### config.mk
export PLATFORM = sky130hd
export DESIGN_NAME = adj_clock_period_detector
export DESIGN_NICKNAME = d
export VERILOG_FILES = /design/src/rtl/adj_clock_period_detector.sv
export SDC_FILE = /design/constraint.sdc
export NUM_CORES = 1
export LEC_CHECK = 0
export ABC_AREA = 1
export ABC_CLOCK_PERIOD_IN_PS = 2330
export CAP_MARGIN = 20
export CORE_MARGIN = 3
export CORE_UTILIZATION = 45
export CTS_CLUSTER_SIZE = 28
export DETAILED_ROUTE_END_ITERATION = 8
export PLACE_DENSITY_LB_ADDON = 0.1
export SLEW_MARGIN = 20
export SYNTH_ARGS = -nofsm -noshare
export SYNTH_HDL_FRONTEND = slang
export SYNTH_SLANG_ARGS = --single-unit
### constraint.sdc
create_clock -name ClkInput -period 2.33 [get_ports ClkInput]
set_input_delay 0.233 -clock ClkInput [delete_from_list [all_inputs] [get_ports ClkInput]]
set_output_delay 0.233 -clock ClkInput [all_outputs]
set_load 0.02 [all_outputs]
### src/rtl/adj_clock_period_detector.sv
// Measures the toggle interval of a slow, divider-generated clock in local clock cycles,
// reports each half-period, asserts Locked once successive measurements agree, and flags loss of clock.
module adj_clock_period_detector #(
  parameter int COUNTER_BIT_WIDTH = 16,
  parameter int SYNC_STAGES       = 2,
  parameter int LOCK_COUNT        = 4,
  parameter int TOLERANCE         = 1
) (
  input  logic                         ClkInput,
  input  logic                         ResetN,
  input  logic                         SigInput,
  input  logic                         Enable,
  output logic [COUNTER_BIT_WIDTH-1:0] HalfPeriod,
  output logic                         HalfPeriodValid,
  output logic                         Locked,
  output logic                         Timeout
);

  localparam int MW = $clog2(LOCK_COUNT + 1);
  localparam logic [COUNTER_BIT_WIDTH-1:0] LP_MAX  = '1;
  localparam logic [COUNTER_BIT_WIDTH:0]   LP_TOL  = (COUNTER_BIT_WIDTH+1)'(TOLERANCE);
  localparam logic [MW-1:0]                LP_LOCK = MW'(LOCK_COUNT);

  typedef enum logic [1:0] {S_IDLE, S_MEASURE, S_LOCKED} state_t;

  logic [SYNC_STAGES-1:0]       r_sync;
  logic                         r_prev;
  state_t                       r_state, w_state_nxt;
  logic [COUNTER_BIT_WIDTH-1:0] r_count, w_count_nxt;
  logic [COUNTER_BIT_WIDTH-1:0] r_half, w_half_nxt;
  logic [MW-1:0]                r_match, w_match_nxt;
  logic                         r_valid, w_valid_nxt;
  logic                         r_locked, w_locked_nxt;
  logic                         r_timeout, w_timeout_nxt;
  logic                         r_have_prev, w_have_prev_nxt;

  logic                         w_edge;
  logic [COUNTER_BIT_WIDTH:0]   w_new, w_old, w_diff;
  logic                         w_agree;
  logic [MW-1:0]                w_match_inc;

  // NOTE: async reset in the sensitivity list, and <= for every sequential update so all flops
  // sample the pre-edge values regardless of statement order.
  always_ff @(posedge ClkInput or negedge ResetN) begin
    if (!ResetN) begin
      r_sync <= '0;
      r_prev <= 1'b0;
    end else begin
      r_sync <= {r_sync[SYNC_STAGES-2:0], SigInput};
      r_prev <= r_sync[SYNC_STAGES-1];
    end
  end

  // Both polarities of the synchronised signal count as an edge.
  assign w_edge      = r_sync[SYNC_STAGES-1] ^ r_prev;
  assign w_new       = {1'b0, r_count};
  assign w_old       = {1'b0, r_half};
  assign w_diff      = (w_new >= w_old) ? (w_new - w_old) : (w_old - w_new);
  assign w_agree     = (w_diff <= LP_TOL);
  assign w_match_inc = r_match + MW'(1);

  // NOTE: every next-state signal gets a default first so no path leaves one unassigned (no latches).
  always_comb begin
    w_state_nxt     = r_state;
    w_count_nxt     = r_count;
    w_half_nxt      = r_half;
    w_match_nxt     = r_match;
    w_valid_nxt     = 1'b0;
    w_locked_nxt    = r_locked;
    w_timeout_nxt   = r_timeout;
    w_have_prev_nxt = r_have_prev;

    if (!Enable) begin
      w_state_nxt     = S_IDLE;
      w_count_nxt     = '0;
      w_match_nxt     = '0;
      w_locked_nxt    = 1'b0;
      w_timeout_nxt   = 1'b0;
      w_have_prev_nxt = 1'b0;
    end else begin
      case (r_state)
        S_IDLE: begin
          w_count_nxt = '0;
          if (w_edge) begin
            w_state_nxt     = S_MEASURE;
            w_count_nxt     = COUNTER_BIT_WIDTH'(1);
            w_match_nxt     = '0;
            w_timeout_nxt   = 1'b0;
            w_have_prev_nxt = 1'b0;
          end
        end
        default: begin
          if (w_edge) begin
            w_half_nxt      = r_count;
            w_valid_nxt     = 1'b1;
            w_count_nxt     = COUNTER_BIT_WIDTH'(1);
            w_have_prev_nxt = 1'b1;
            // The first capture after IDLE has nothing to compare against.
            if (r_have_prev && w_agree) begin
              if (r_state != S_LOCKED) begin
                if (w_match_inc == LP_LOCK) begin
                  w_state_nxt  = S_LOCKED;
                  w_locked_nxt = 1'b1;
                end
                w_match_nxt = w_match_inc;
              end
            end else if (r_have_prev) begin
              w_state_nxt  = S_MEASURE;
              w_match_nxt  = '0;
              w_locked_nxt = 1'b0;
            end
          end else if (r_count == LP_MAX) begin
            w_state_nxt     = S_IDLE;
            w_count_nxt     = '0;
            w_match_nxt     = '0;
            w_locked_nxt    = 1'b0;
            w_timeout_nxt   = 1'b1;
            w_have_prev_nxt = 1'b0;
          end else begin
            w_count_nxt = r_count + COUNTER_BIT_WIDTH'(1);
          end
        end
      endcase
    end
  end

  always_ff @(posedge ClkInput or negedge ResetN) begin
    if (!ResetN) begin
      r_state     <= S_IDLE;
      r_count     <= '0;
      r_half      <= '0;
      r_match     <= '0;
      r_valid     <= 1'b0;
      r_locked    <= 1'b0;
      r_timeout   <= 1'b0;
      r_have_prev <= 1'b0;
    end else begin
      r_state     <= w_state_nxt;
      r_count     <= w_count_nxt;
      r_half      <= w_half_nxt;
      r_match     <= w_match_nxt;
      r_valid     <= w_valid_nxt;
      r_locked    <= w_locked_nxt;
      r_timeout   <= w_timeout_nxt;
      r_have_prev <= w_have_prev_nxt;
    end
  end

  assign HalfPeriod      = r_half;
  assign HalfPeriodValid = r_valid;
  assign Locked          = r_locked;
  assign Timeout         = r_timeout;

endmodule

==> results.txt <==
----------------------------------------------------
[Clocking]
  Count of clock tree sinks ... 44
  Maximum buffer depth of the clock tree ... 2
  Clock insertion delay at the later pin of the skew report ... approximately 0.31 ns
  H-tree levels ... 2
  Cts bufs inserted ... 5
  Clock tree from TritonCTS ... done
  Clock slew at reported path FFs ... 0.09 ns
  Root buffer cell ... clkbuf_8

[Finish]
  Final cell count without fillers ... 1152
  Multi-input logic area ... ~3800 sq um
  Fraction of layout instances using a drive strength above 1 ... 0.392
  Area taken by flip-flops and latches ... 1120 sq um
  Number of inserted filler cells in the final layout ... 824
  Net total in the final layout ... 1059
  Antenna Diode Count ... 0
  Utilization of the core after routing ... 0.748
  Synth-to-layout area growth ... 57.2%

[Synth]
  Count of warnings emitted by yosys ... 0
  Fraction of synthesized area in multiplexers ... 0
  Syn Inst Count ... roughly 800
  Library cell with the largest summed area after synthesis ... nand2_1
  Synth Cell Area ... 4780 sq um
  Combinational family with the most area after synthesis ... simple AND/OR/NAND/NOR gates
  Arithmetic-cell share of the synthesized area counting full adders, half adders and majority gates ... 0.100
  Number of enable-type register cells in the synthesized netlist ... 0
  Most frequent cell after synthesis ... nand2_1
  Ys flop type ... dfrtp_1
  Complex-gate fraction of the synthesized area ... 0.0628
  Xor/xnor cell area share of the yosys netlist ... 0.0220
  Top cell type's share of synthesized area ... 0.236
  Synthesized netlist net count ... 848
  Simple-gate share of the synthesized area ... 0.442
  Syn avg cell area ... 5.92 sq um
  Sequential cell area fraction in the yosys report ... 0.230
  Flip-flop and latch count after synthesis ... 44
  Library cells used by synthesis ... 35
  Post-synth top cells ... 301 x nand2_1, 140 x inv_1, 60 x nor2_1
  Synth async-reset ratio ... 1.00
  Main area contributors after synthesis ... nand2_1 24%, dfrtp_1 23%, inv_1 11%, ha_1 9.2%, nand3_1 6.0%

[STA]
  Max Clk Rate ... 351 MHz
  Least-Margin Pin Slew ... a little over 0.5 ns
  Worst-case setup margin in the final layout ... -0.519 ns
  Minimum clock period ... between 2 and 3 ns
  Final clock period utilization by the worst path ... 1.22
  Max-slew violations ... 0
  Normalized max-slew margin ... 0.656
  Total count of hold-check failures in the final report ... 0
  Final Skew ... 0.0103 ns
  RSZ-0062 raised after global routing ... yes
  Final worst hold slack ... roughly 0.28 ns
  Setup violations, final ... 7

[Die]
  Core area ... 10000 sq um
  Die area ... 11900 sq um
  Effective utilization at floorplan ... 0.476
  Horizontal die dimension ... 109 um
  Chip Height ... 109 um
  Count of pins on the block boundary ... 23
  Cell row count ... 36

[Routing]
  Total length of routed wires ... between 15 and 20 mm
  Count of vias placed by the detailed router ... 5777
  Vias per cell ... about 5
  Iteration count of the initial detailed-routing pass ... 5
  Number of design-rule violations left by the first detailed-router iteration ... 336
  Total DRC errors in the routed layout ... 0
  Wire length per cell ... 14.7 um
  Number of nets with antenna violations after routing ... 0

[Power and ir drop]
  Leakage ... 4.07 nW
  Power per cell area ... approximately 590 nW/um^2
  Worst-case vdd ir drop ... 0.471 mV
  Overall Power ... 4.45 mW

[GRT]
  Initial antenna violation count ... 0
  Global route overflow ... 0
  Total track usage ... 0.290
  Maximum number of pins on one net before global-route repair ... 31
  First-pass GRT wire length ... 27.0 mm
  Number of global-route vias before repair ... 5851

[Worst hold path]
  Hold Crit Class ... input port to async pin

[Placement]
  Number of port buffers ... 22
  Setup slack at placement ... -0.455 ns
  Half-perimeter wire length after placement ... 12.9 mm
  GPL Wtd Cong ... ~1
  Number of instances in the placed design ... 1100

[Status]
  Violations in the final reports ... setup timing
  Run status ... finished, violations left

[Worst setup path]
  Data arrival time of the critical path ... 3.10 ns
  FF-to-FF setup slack ... -0.52 ns
  Crit path max fanout ... 4
  End of the worst register-to-register path ... r_state[0]
  Sort of element at the start of the critical path ... flip-flop
  R2R depth ... 20
  Worst endpoint required time ... 2.58 ns
  Category of the worst setup path capture point ... flip-flop
  Worst setup path class ... flip-flop to flip-flop
  Reg2reg start ... r_count[0]

[Flow run]
  Total of max-cap violations ... 0

----------------------------------------------------
[cell families (layout without fill, tap and decap cells)]
logic type,after synthesis,count (layout)
and+or+nand+nor,488,489
buffers and inverters,170,380
AOI/OAI and AO/OA,56,57
DFF,44,44
adders and majority gates,37,37
xor gates and xnor gates,12,12
[layer usage]
metal	GRT usage	part of all wire	vias to the layer above
met2	0.489	0.47	163
met3	0.0426	0.050	41
met4	0.102	0.031	0
li1	-	-	2903
met1	0.379	0.45	2670
met5	0	0	-
[state kept, by name, indices dropped and copies added (netlist names)]
signal           flops
r_sync               2
r_match              3
HalfPeriod          16
r_prev               1
HalfPeriodValid      1
Timeout              1
r_have_prev          1
Locked               1
r_count             16
r_state              2
[per-stage QoR]
stage                     TNS, ns  area, sq um
after floorplan            -0.541         5040
after detailed placement    -3.32         6480
after global routing        -4.09         7510
after CTS                   -2.12         7230
final                       -2.95         7510
after global placement      -2.46         6480
[repair_timing]
item | 4_1_cts | 5_1_grt
cloned | 2 | 0
endpoints found under the hold margin | 6 | 0
hold buffers | 1 | 0
buffers inserted | 33 | 10
pin swaps | 35 | 52
setup endpoints to repair | 21 | 14
gates resized for setup | 78 | 67
[report_power, final]
group          switching, mW  internal [mW]  leakage [nW]
Combinational           1.76           1.27          3.44
Sequential            0.0196          0.792         0.573
Clock                  0.287          0.322        0.0524
[worst max-delay path by stage]
| stage | startpoint | cells after the start | endpoint |
|---|---|---|---|
| after global placement | r_count[0] | 21 | r_match[2] |
| after CTS | r_count[0] | 21 | r_match[0] |
| final | r_count[0] | 20 | r_state[0] |
| after detailed placement | r_count[0] | 21 | r_match[2] |
| after floorplan | HalfPeriod[5] | 20 | r_state[1] |
| after global routing | HalfPeriod[10] | 22 | r_state[0] |
[critical path: stages (launching register included)]
cell	delay, ns
dfrtp_2	0.45
inv_2	0.10
ha_4	0.13
inv_2	0.04
fa_2	0.42
nand3_2	0.12
nand2_4	0.10
nand3_2	0.09
nand4_1	0.18
buf_4	0.21
nand3_2	0.06
nand2_1	0.05
nor2_1	0.08
nand3_1	0.09
nor2_2	0.12
nand3_1	0.09
nor2_1	0.11
nand3_1	0.11
nand2_1	0.12
nand2_1	0.06
nand2_1	0.06
[cell usage in the layout (no fill, tap or decap), drive strengths merged, types with 21 or more instances in the layout]
cell           instances
dfrtp                 44
a21oi                 28
nor2                  70
inv                  157
buf                  192
o21ai                 25
ha                    35
nand3                 58
nand2                321
clkdlybuf4s50         21
[cell type report]
cell class	count	area share
inverters	158	0.0793
multi-input cells	595	0.502
well taps	133	0.0221
clock inverters	1	0.00400
clock buffers	7	0.0102
flip-flops and latches	44	0.149
repair buffers	214	0.233
No activity file was read; power rests on OpenSTA's default activity.
==> RTL change (same settings) <==
Register the inputs `SigInput` and `Enable` before use, with the module's reset. The logic sees them one clock later.
--- a/src/rtl/adj_clock_period_detector.sv
+++ b/src/rtl/adj_clock_period_detector.sv
@@ -24,4 +24,17 @@
   typedef enum logic [1:0] {S_IDLE, S_MEASURE, S_LOCKED} state_t;
 
+  logic SigInput_q;
+  logic Enable_q;
+
+  always_ff @(posedge ClkInput or negedge ResetN) begin
+    if (!ResetN) begin
+      SigInput_q <= '0;
+      Enable_q   <= '0;
+    end else begin
+      SigInput_q <= SigInput;
+      Enable_q   <= Enable;
+    end
+  end
+
   logic [SYNC_STAGES-1:0]       r_sync;
   logic                         r_prev;
@@ -47,5 +60,5 @@
       r_prev <= 1'b0;
     end else begin
-      r_sync <= {r_sync[SYNC_STAGES-2:0], SigInput};
+      r_sync <= {r_sync[SYNC_STAGES-2:0], SigInput_q};
       r_prev <= r_sync[SYNC_STAGES-1];
     end
@@ -71,5 +84,5 @@
     w_have_prev_nxt = r_have_prev;
 
-    if (!Enable) begin
+    if (!Enable_q) begin
       w_state_nxt     = S_IDLE;
       w_count_nxt     = '0;
Check against the original RTL: not equivalent (Yosys sat finds a counterexample within 10 cycles, from zero or initial values and one cycle with ResetN low).
==> RTL change against the unedited design <==
- the flow still finishes with violations (negative setup slack)
- clock power shrank 3.6%
- sequential cell count rose by 2
- power fell by 27%
- setup slack got worse by 0.068 ns
- maximum frequency is 2.3% lower
- sequential share of layout area rose by 2.1 points
- non-clock buffer count shrank 25
- area after synthesis decreased by 2.1%
- design area decreased by 8.5%
- worst hold slack got worse by 0.26 ns
- count of clock-buffer cells in the layout unchanged
- first-iteration DRC count decreased by 5.7%
- wire length shrank 12%
- highest routed layer unchanged
==> RTL change: results (changes against the unedited design) <==
[synth]
synthTopCellsByCount = 274 x nand2_1, 136 x inv_1, 52 x nor2_1  ; was 301 x nand2_1, 140 x inv_1, 60 x nor2_1
synth_warnings = 0  ; unchanged
syn_nets = 802  ; was 848
synth_mux_area_share_pct = 0  ; unchanged
synth-compound-area-share_pct = 6.52  ; was 6.28%
avgSynthCellArea_sq_um = 6.15  ; was 5.92 sq um
yosysUniqueCellTypes = 40  ; was 35
synth_xor_area_share_pct = 2.25  ; was 2.20%
yosys-top-cells-area = dfrtp_1 25%, nand2_1 22%, inv_1 11%  ; was nand2_1 24%, dfrtp_1 23%, inv_1 11%
ys_seq_area_share_pct = 24.6  ; was 23.0%
synthAdderAreaFrac_pct = 10.2  ; was 10.0%
synthArstFlopShare_pct = 100  ; unchanged

[drt]
drt_iter0_drc = 317  ; was 336
dr.pass1.iters = 5  ; unchanged
wl_met3_microns = 686  ; was 845 microns
drt_wl_total_microns = 15000  ; was 17000 microns
drt-met1-wl_microns = 7130  ; was 7610 microns
met2_length_microns = 6990  ; was 8000 microns
vias_per_cell = 4.87  ; was 5.01
wl_per_cell_microns = 13.9  ; was 14.7 microns

[global_routing]
met3_usage_pct = 3.46  ; was 4.26%
grt_max_degree = 47  ; was 31
use_met2_pct = 43.0  ; was 48.9%
grt_pass1_wl_microns = 24100  ; was 27000 microns
grt_pass1_vias = 5066  ; was 5851
grtUsageMet1_pct = 36.3  ; was 37.9%
grtUsageTotal_pct = 25.9  ; was 29.0%

[clock_tree]
cts.htree.levels = 2  ; unchanged
clock_path_buffers = 2  ; unchanged
cts_made_buffers = 5  ; unchanged
clk_pin_slew_ns = 0.10
postCtsSetupBuffers = 7  ; was 33
cts_resized = 18  ; was 78
ctsHoldBuffers = 0  ; was 1

[finish]
drive_gt1_share_pct = 34.5  ; was 39.2%
fin_nets = 985  ; was 1059
diodes = 0  ; unchanged
n_fill_cell = 876  ; was 824
seqCellArea_sq_um = 1170  ; was 1120 sq um

[placement]
dpl.hpwl_microns = 11600  ; was 12900 microns
io_buffers = 22  ; unchanged
gp_congestion = 0.930  ; was 0.983
place_ws_ns = -0.533  ; was -0.455 ns
dp_cells = 1048  ; was 1100
dpl_cell_area_sq_um = 6280  ; was 6480 sq um

[sta]
worstMarginPinSlew_ns = 0.654  ; was 0.515 ns
tns_ns = -3.17  ; was -2.95 ns
skew_ns = 0.00968  ; was 0.0103 ns
setup_viol = 9  ; was 7
timing.final.ws_setup_ns = -0.586  ; was -0.519 ns

[outcome]
status = finished, violations left  ; unchanged
violations = negative setup slack  ; unchanged

[setup_path]
slowest_delay_ns = 0.48  ; was 0.45 ns
cp-end-kind = register  ; unchanged
crit_fanout = 5  ; was 4
cp_top_family = simple AND/OR/NAND/NOR gates  ; unchanged
crit_arrival_ns = 3.17  ; was 3.10 ns

[power_and_ir_drop]
vdd_ir_drop_max_v = 0.000305  ; was 0.000471 V
leakagePower_nw = 3.69  ; was 4.07 nW

## RTL change: power breakdown
group	switching (mW)	internal, mW
Sequential	0.0284	0.827
Clock	0.315	0.273
Combinational	1.03	0.766
Total	1.38	1.87
## RTL change: area by class of cell
type / instances / area share (%)
inverter: 147 / 8.08
tap: 133 / 2.42
multi-input combinational: 555 / 49.0
clock inverter: 1 / 0.127
clock buffer: 7 / 1.40
timing repair buffer: 189 / 21.9
sequential: 46 / 17.0
## RTL change: path summary, 6_finish.rpt
| path | startpoint | to | slack (ns) | cells after the start |
|---|---|---|---|---|
| min in group ClkInput | Enable | Enable_q | 0.35 | 1 |
| worst min register to register | SigInput_q | r_sync[0] | 0.36 | 0 |
| worst min-delay path | ResetN | HalfPeriod[1] | 0.02 | 2 |
| worst max-delay path | r_count[0] | r_state[1] | -0.59 | 23 |
| max in group asynchronous | ResetN | HalfPeriod[15] | 1.83 | 2 |
| worst max register to register | r_count[0] | r_state[1] | -0.59 | 23 |
